### src/rtl/key_pkg.sv
// key_pkg: shared key FSM state encoding and 50 MHz default timing constants
package key_pkg;
  typedef enum logic [1:0] {IDLE, PRESS_DB, HELD, RELEASE_DB} key_st_t;
  localparam int DB_CNT_DEF = 1_000_000;
  localparam int LONG_CNT_DEF = 50_000_000;
endpackage

### src/rtl/key_debounce.sv
// key_debounce: one key's synchroniser, debounce FSM, hold counter and event pulses
module key_debounce
  import key_pkg::*;
#(
  parameter int DB_CNT = DB_CNT_DEF,
  parameter int LONG_CNT = LONG_CNT_DEF
) (
  input  logic sys_clk,
  input  logic sys_res_n,
  input  logic key_in,
  output logic key_state,
  output logic press_pulse,
  output logic release_pulse,
  output logic long_pulse
);
  localparam int CW = $clog2(LONG_CNT);
  localparam logic [CW-1:0] DB_END = CW'(DB_CNT - 1);
  localparam logic [CW-1:0] LONG_END = CW'(LONG_CNT - 1);
  localparam logic [CW-1:0] LONG_PRE = CW'(LONG_CNT - 2);
  logic [1:0] sync;
  logic raw_n, held;
  key_st_t st, st_nx;
  logic [CW-1:0] cnt, cnt_nx, hcnt, hcnt_nx;
  assign raw_n = sync[1];
  assign held = (st == HELD) || (st == RELEASE_DB);
  // pulses are Mealy on the transition so key_state and press_pulse rise together
  assign long_pulse = held && (hcnt == LONG_PRE);
  assign key_state = (held && !release_pulse) || press_pulse;
  always_ff @(posedge sys_clk or negedge sys_res_n)
    if (!sys_res_n) begin
      sync <= '1;
      st <= IDLE;
      cnt <= '0;
      hcnt <= '0;
    end else begin
      sync <= {sync[0], key_in};
      st <= st_nx;
      cnt <= cnt_nx;
      hcnt <= hcnt_nx;
    end
  always_comb begin
    st_nx = st;
    cnt_nx = cnt;
    hcnt_nx = held && (hcnt != LONG_END) ? hcnt + 1'b1 : hcnt;
    press_pulse = 1'b0;
    release_pulse = 1'b0;
    case (st)
      IDLE: if (!raw_n) begin
        st_nx = PRESS_DB;
        cnt_nx = '0;
      end
      PRESS_DB: if (raw_n) st_nx = IDLE;
      else if (cnt == DB_END) begin
        st_nx = HELD;
        press_pulse = 1'b1;
        hcnt_nx = '0;
      end else cnt_nx = cnt + 1'b1;
      HELD: if (raw_n) begin
        st_nx = RELEASE_DB;
        cnt_nx = '0;
      end
      RELEASE_DB: if (!raw_n) st_nx = HELD;
      else if (cnt == DB_END) begin
        st_nx = IDLE;
        release_pulse = 1'b1;
      end else cnt_nx = cnt + 1'b1;
      default: st_nx = IDLE;
    endcase
  end
endmodule

### src/rtl/key_scan.sv
// key_scan: debounced multi-key input with per-key pulses and a registered press encoder
module key_scan
  import key_pkg::*;
#(
  parameter int KEY_W = 4,
  parameter int DB_CNT = DB_CNT_DEF,
  parameter int LONG_CNT = LONG_CNT_DEF
) (
  input  logic                       sys_clk,
  input  logic                       sys_res_n,
  input  logic [KEY_W-1:0]           key_in,
  output logic [KEY_W-1:0]           key_state,
  output logic [KEY_W-1:0]           press_pulse,
  output logic [KEY_W-1:0]           release_pulse,
  output logic [KEY_W-1:0]           long_pulse,
  output logic                       key_valid,
  output logic [$clog2(KEY_W)-1:0]   key_code
);
  localparam int CODE_W = $clog2(KEY_W);
  logic [CODE_W-1:0] low;
  for (genvar i = 0; i < KEY_W; i++) begin : g_key
    key_debounce #(.DB_CNT(DB_CNT), .LONG_CNT(LONG_CNT)) u_db (
      .sys_clk(sys_clk),
      .sys_res_n(sys_res_n),
      .key_in(key_in[i]),
      .key_state(key_state[i]),
      .press_pulse(press_pulse[i]),
      .release_pulse(release_pulse[i]),
      .long_pulse(long_pulse[i])
    );
  end
  always_comb begin
    low = '0;
    for (int i = KEY_W - 1; i >= 0; i--) if (press_pulse[i]) low = CODE_W'(i);
  end
  always_ff @(posedge sys_clk or negedge sys_res_n)
    if (!sys_res_n) begin
      key_valid <= 1'b0;
      key_code <= '0;
    end else begin
      key_valid <= |press_pulse;
      key_code <= |press_pulse ? low : key_code;
    end
endmodule
### config.mk
export PLATFORM = sky130hd
export DESIGN_NAME = key_scan
export DESIGN_NICKNAME = d
export VERILOG_FILES = /design/src/rtl/key_pkg.sv /design/src/rtl/key_debounce.sv /design/src/rtl/key_scan.sv
export SDC_FILE = /design/constraint.sdc
export NUM_CORES = 1
export LEC_CHECK = 0
export CAP_MARGIN = 30
export CORE_MARGIN = 2
export CORE_UTILIZATION = 59
export CTS_BUF_LIST = sky130_fd_sc_hd__clkbuf_4
export DETAILED_ROUTE_END_ITERATION = 8
export PLACE_DENSITY = 0.79
export SLEW_MARGIN = 30
export SYNTH_ARGS = -nofsm -noshare
export SYNTH_HDL_FRONTEND = slang
export SYNTH_SLANG_ARGS = --single-unit
### constraint.sdc
create_clock -name sys_clk -period 2.98 [get_ports sys_clk]
set_clock_uncertainty 0.15 [all_clocks]
set_input_delay 0.596 -clock sys_clk [delete_from_list [all_inputs] [get_ports sys_clk]]
set_output_delay 0.596 -clock sys_clk [all_outputs]
set_load 0.02 [all_outputs]
# Word level (Yosys, flattened, before mapping)
# Index checks and enable logic that the tools add are counted.
totals:
  word_cells: 203
  regBits: 227
  output_inout_bits: 19
  in_bits: 6
op_classes:
  reduce_logical: 37
  muxes: 92
  eq_ne: 48
  n_addsub: 8
op_table:
  columns: ["op", "n"]
  rows:
  - ["$mux 26", 36]
  - ["$pmux 26 s4", 4]
  - ["$add 26x1->26 const B", 8]
  - ["$eq 26x20->1 const B", 4]
  - ["$eq 26x26->1 const B", 4]
  - ["$ne 26x26->1 const B", 4]
  - ["$mux 2", 28]
  - ["$pmux 2 s4", 4]
  - ["$reduce_and 4->1", 8]
  - ["$mux 1", 20]
  - ["$eq 2x2->1 const B", 8]
  - ["$ne 2x1->1 const B", 8]
  - ["$ne 2x2->1 const B", 8]
  - ["$logic_and 1x1->1", 12]
  - ["$ne 3x1->1 const B", 4]
  - ["$ne 3x3->1 const B", 4]
  - ["$eq 2x1->1 const B", 4]
  - ["$logic_not 2->1", 4]
  - ["$logic_or 1x1->1", 8]
  - ["$logic_not 1->1", 4]
  - ["$reduce_or 4->1", 1]

# Longest topological paths before layout
depth:
  ltp_word: 8
  mapped_depth: 9
  depth_no_buf: 6

# Hierarchy
# Synthesis repeated with hierarchy kept, for this count alone.
unflattened:
  cells_unflattened: 1364
  hier_area_um2: 12648.4
by_module_without_submodules:
  columns: ["mod", "n_inst", "seq_area_each_um2", "area_each_um2", "cells_each"]
  rows:
  - ["key_debounce at g_key[0].u_db ...", 3, 1403.8, 3136.8, 336]
  - ["key_debounce at g_key[3].u_db", 1, 1403.8, 3129.3, 347]
  - ["key_scan", 1, 75.1, 108.9, 9]

# Worst setup path after synthesis
# No wires, ideal clock.
synth_path:
  path_kind: "flip-flop to output port"
  start: "reg g_key[0].u_db.cnt[0]"
  end: "out press_pulse[0]"
  path_stages_with_launch: 10
  slack_ns: 0.039
  n_path_buf: 4
  required_time_ns: 2.234
  arrival_time_ns: 2.195
  path_cell_list: "dfrtp_1 > ha_1 > and3_1 > clkbuf_1 > nand2_1 > or4_1 > buf_2 > nor3_2 > buf_2 > buf_4"
synth_via:
  elab_chain_len: 4
synth_rtl:
  columns: ["element", "line", "source"]
  rows:
  - ["from (decl)", "key_debounce.sv:23", "logic [CW-1:0] cnt, cnt_nx, hcnt, hcnt_nx;"]
  - ["from (signal assigned)", "key_debounce.sv:38", "cnt <= cnt_nx;"]
  - ["$eq 26x20->1", "key_debounce.sv:53", "else if (cnt == DB_END) begin"]
  - ["$mux 1", "key_debounce.sv:53", null]
  - ["$mux 1", "key_debounce.sv:52", "PRESS_DB: if (raw_n) st_nx = IDLE;"]
  - ["$mux 1", "key_debounce.sv:47", "case (st)"]
  - ["to (decl)", "key_scan.sv:13", "output logic [KEY_W-1:0] press_pulse,"]
# Every way passes these cells.

# Worst setup path in the final report
layout_path:
  start: "reg g_key[3].u_db.cnt[15]"
  end: "out press_pulse[3]"
layout_via:
  elab_chain_len: 4
layout_rtl:
  columns: ["element", "line"]
  rows:
  - ["from (decl)", "key_debounce.sv:23"]
  - ["from (signal assigned)", "key_debounce.sv:38"]
  - ["$eq 26x20->1", "key_debounce.sv:53"]
  - ["$mux 1", "key_debounce.sv:53"]
  - ["$mux 1", "key_debounce.sv:52"]
  - ["$mux 1", "key_debounce.sv:47"]
# Every way passes these cells.

==> summary.txt <==
Outcome
  – Status: finished, violations left
  – Failing checks: negative setup slack

Detailed routing
  – First DRT Iteration DRCs: 694
  – Vias: 11000
  – Routed Antenna Nets: 0
  – DRC Markers: 0
  – Wire per inst: 16.1 µm
  – Detailed Route WL: 29.4 mm
  – Vias per Instance: 6.04
  – Drt first pass iters: 5

Setup path
  – CP Capture Type: primary output
  – CP Capture Point: press_pulse[3]
  – Worst path depth: 5
  – Worst R2R Setup Slack: 140 ps
  – Worst Path Arrival: 2720 ps
  – Largest stage delay, worst path: 590 ps
  – Slowest cell on the critical path: or4_4
  – Type of element launching the critical path: flip-flop
  – Req. time, crit path: 2230 ps
  – RR Endpoint: g_key[3].u_db.cnt[1]
  – Crit path max-delay family: simple AND/OR/NAND/NOR gates
  – Setup crit start: g_key[3].u_db.cnt[15]
  – Crit path kind: flip-flop to primary output
  – Crit path max fanout: 2
  – Beginning of the worst register-to-register path: g_key[3].u_db.cnt[15]
  – CP most frequent cell: buf_4
  – Crit path cell chain: or4bb_1, or4_4, buf_4, nor4_4, buf_4
  – Worst reg-to-reg path cell count: 9
  – CP Buf/Inv Count: 2

Power and ir drop
  – Comb pwr share: 3.8%
  – Clock power share: 44.0%
  – Sw Ratio: 24.0%
  – Max VDD drop: 336 µV
  – Total power: 6.03 mW
  – Psw: 1.45 mW
  – Sequential share of power: 52.2%
  – Pleak: 6.43 nW
  – Pwr Density: 405 nW/µm²
  – Cell Int Power: 4.59 mW

Timing
  – Slew @ Worst Pin: 928 ps
  – Final period utilization: 116%
  – Min Tclk post-route: 3470 ps
  – Fmax achieved: 288 MHz
  – Final setup violation count: 8
  – RSZ-0062 raised after global routing: true
  – Hold Vio Cnt, Final: 0
  – Fin Setup TNS: -2040 ps
  – Slew HR: 37.7%
  – Final hold slack: 179 ps
  – Post-route setup slack: -489 ps
  – Fin. max-slew vios: 0

Cells and area
  – Most common cell after layout, fill and taps aside: dfrtp_1
  – Share of layout cells above drive strength 1: 22.4%
  – Final Util: 73.1%
  – Synth-to-Final Area Change: 20.8%
  – Finished Cell Area: 14900 µm²
  – Most frequent cells in the layout: dfrtp_1 (215), buf_4 (156), nor2_1 (141)
  – Area occupied by multi-input gates: 6540 µm²
  – Layout Nets: 1529
  – FF/Latch Area: 5700 µm²
  – # fillers: 1461
  – Post-Layout Cell Count: 1828

Synth
  – Largest family of logic cells by synthesized area: simple AND/OR/NAND/NOR gates
  – Synth Area in Adders: 1.22%
  – Post-synthesis compound-gate area fraction: 8.48%
  – #FFs+latches synth: 227
  – Syn Nets: 1354
  – Cells after synthesis: 1336
  – XOR/XNOR share of the synthesized area: 7.89%
  – Number of synthesized flops with an enable pin: 0
  – Yosys warns: 0
  – Seq/Total Area, Yosys: 46.2%
  – Cell variety after synth: 63
  – Syn avg cell area: 9.23 µm²
  – Simple-gate share of the synthesized area: 31.1%
  – Top_reg_cell synth: dfrtp_1
  – Post-Syn Area: 12300 µm²
  – Async SR Flop Fraction: 100%
  – Mux cell area share after synthesis: 1.25%

Global route
  – Gr usage total: 27.0%
  – Largest net degree at the start of global routing: 78
  – Vias in the first global route: 10900
  – Global-route wire length before repair: 49.8 mm
  – Antenna violations before repair: 1
  – Overflow after GRT: 0

CTS
  – Clock transition at path regs: 60 ps
  – CTS root buffer: clkbuf_4
  – H-tree depth: 2
  – CTS tree: built
  – Clock latency at the later pin of the worst-skew pair: 670 ps
  – Total CTS buffers: 59
  – Clock sinks: 227
  – CTS Buffer Depth: 3

Job
  – Max cap viols: 0

Floorplan
  – # IOs: 25
  – Die W: 149 µm
  – Die Y-Extent: 149 µm
  – FP Rows: 52
  – Starting density of the core: 60.5%
  – Core Box Area: 20400 µm²
  – Die area: 22100 µm²

Min path
  – HP Class: input pin to flip-flop

Placed design
  – DP HPWL: 19.3 mm
  – Final GP Congestion: 0.884
  – Pre-CTS setup slack: -341 ps
  – Cell Area, Placed: 13500 µm²
  – # port buffers: 24
  – Placed cells: 1688
-- registers in the layout, summed over array words and instances (netlist names), named ones only --
name / cells
key_valid: 1
g_key.u_db.sync: 8
g_key.u_db.st: 4
g_key.u_db.hcnt: 104
key_code: 2
g_key.u_db.cnt: 104
-- routing by layer --
metal	vias up	share of wire [%]	global-route usage [%]
met5	-	0	0
met4	0	2.1	9.57
met3	58	4.8	4.14
met2	293	51	46.3
met1	5410	42	35.1
li1	5272	-	-
-- power by group through the flow --
stage	sequential (mW)	clock [mW]	combinational (mW)
finish	3.15	2.65	0.231
global route	3.15	2.88	0.264
CTS	3.14	2.71	0.229
detailed placement	3.20	0	0.216
global placement	3.20	0	0.208
floorplan	3.20	0	0.0868
-- synth_stat cells (16+ instances only) --
cell | instances | share of area, %
dfrtp_1 | 219 | 44
nor2_1 | 145 | 4.4
nand2_1 | 103 | 3.1
nand3_1 | 78 | 3.2
nand4_1 | 74 | 3.8
a21oi_1 | 69 | 2.8
o21ai_0 | 67 | 2.7
xor2_1 | 64 | 4.5
or3_1 | 56 | 2.8
xnor2_1 | 47 | 3.3
nor4_1 | 46 | 2.3
clkbuf_1 | 38 | 1.2
nor3_1 | 38 | 1.5
and3_1 | 27 | 1.4
and4_1 | 27 | 1.9
inv_1 | 27 | 0.82
or4_1 | 21 | 1.3
o31ai_1 | 20 | 1.2
nor4b_1 | 17 | 1.2
buf_4 | 16 | 0.97
o211ai_1 | 16 | 0.97
-- what timing repair did --
item,CTS,global route
buffers inserted,21,12
resized for setup,133,33
endpoints found under the setup margin,16,16
hold endpoints to repair,70,0
cloned,0,0
pin swaps,22,18
hold buffers,1,0
-- how the worst min path moves through the flow --
| stage | from | end | cells after the start |
|---|---|---|---|
| floorplan | sys_res_n | asynchronous set/reset pin | 0 |
| global placement | g_key[0].u_db.sync[0] | g_key[0].u_db.sync[1] | 0 |
| detailed placement | g_key[0].u_db.sync[0] | g_key[0].u_db.sync[1] | 0 |
| CTS | key_in[3] | g_key[3].u_db.sync[0] | 1 |
| global route | key_in[0] | g_key[0].u_db.sync[0] | 1 |
| finish | key_in[3] | g_key[3].u_db.sync[0] | 1 |
-- logic make-up (layout without fill, tap and decap cells) --
kind of cell / Yosys count / after routing
and+or+nand+nor: 691 / 691
DFF: 227 / 227
adders and majority gates: 12 / 12
AOI/OAI and AO/OA: 184 / 184
xor gates and xnor gates: 111 / 111
muxes: 15 / 15
buffers and inverters: 96 / 317
other: 0 / 1
-- layout make-up --
cell class | count | share of cell area, %
antenna | 1 | 0.0168
clock buffer | 91 | 4.59
clock inverter | 16 | 0.420
inverter | 27 | 0.681
multi-input combinational | 1013 | 43.9
sequential | 227 | 38.3
tap | 270 | 2.27
timing repair buffer | 183 | 9.88
No activity file was read; power rests on OpenSTA's default activity.
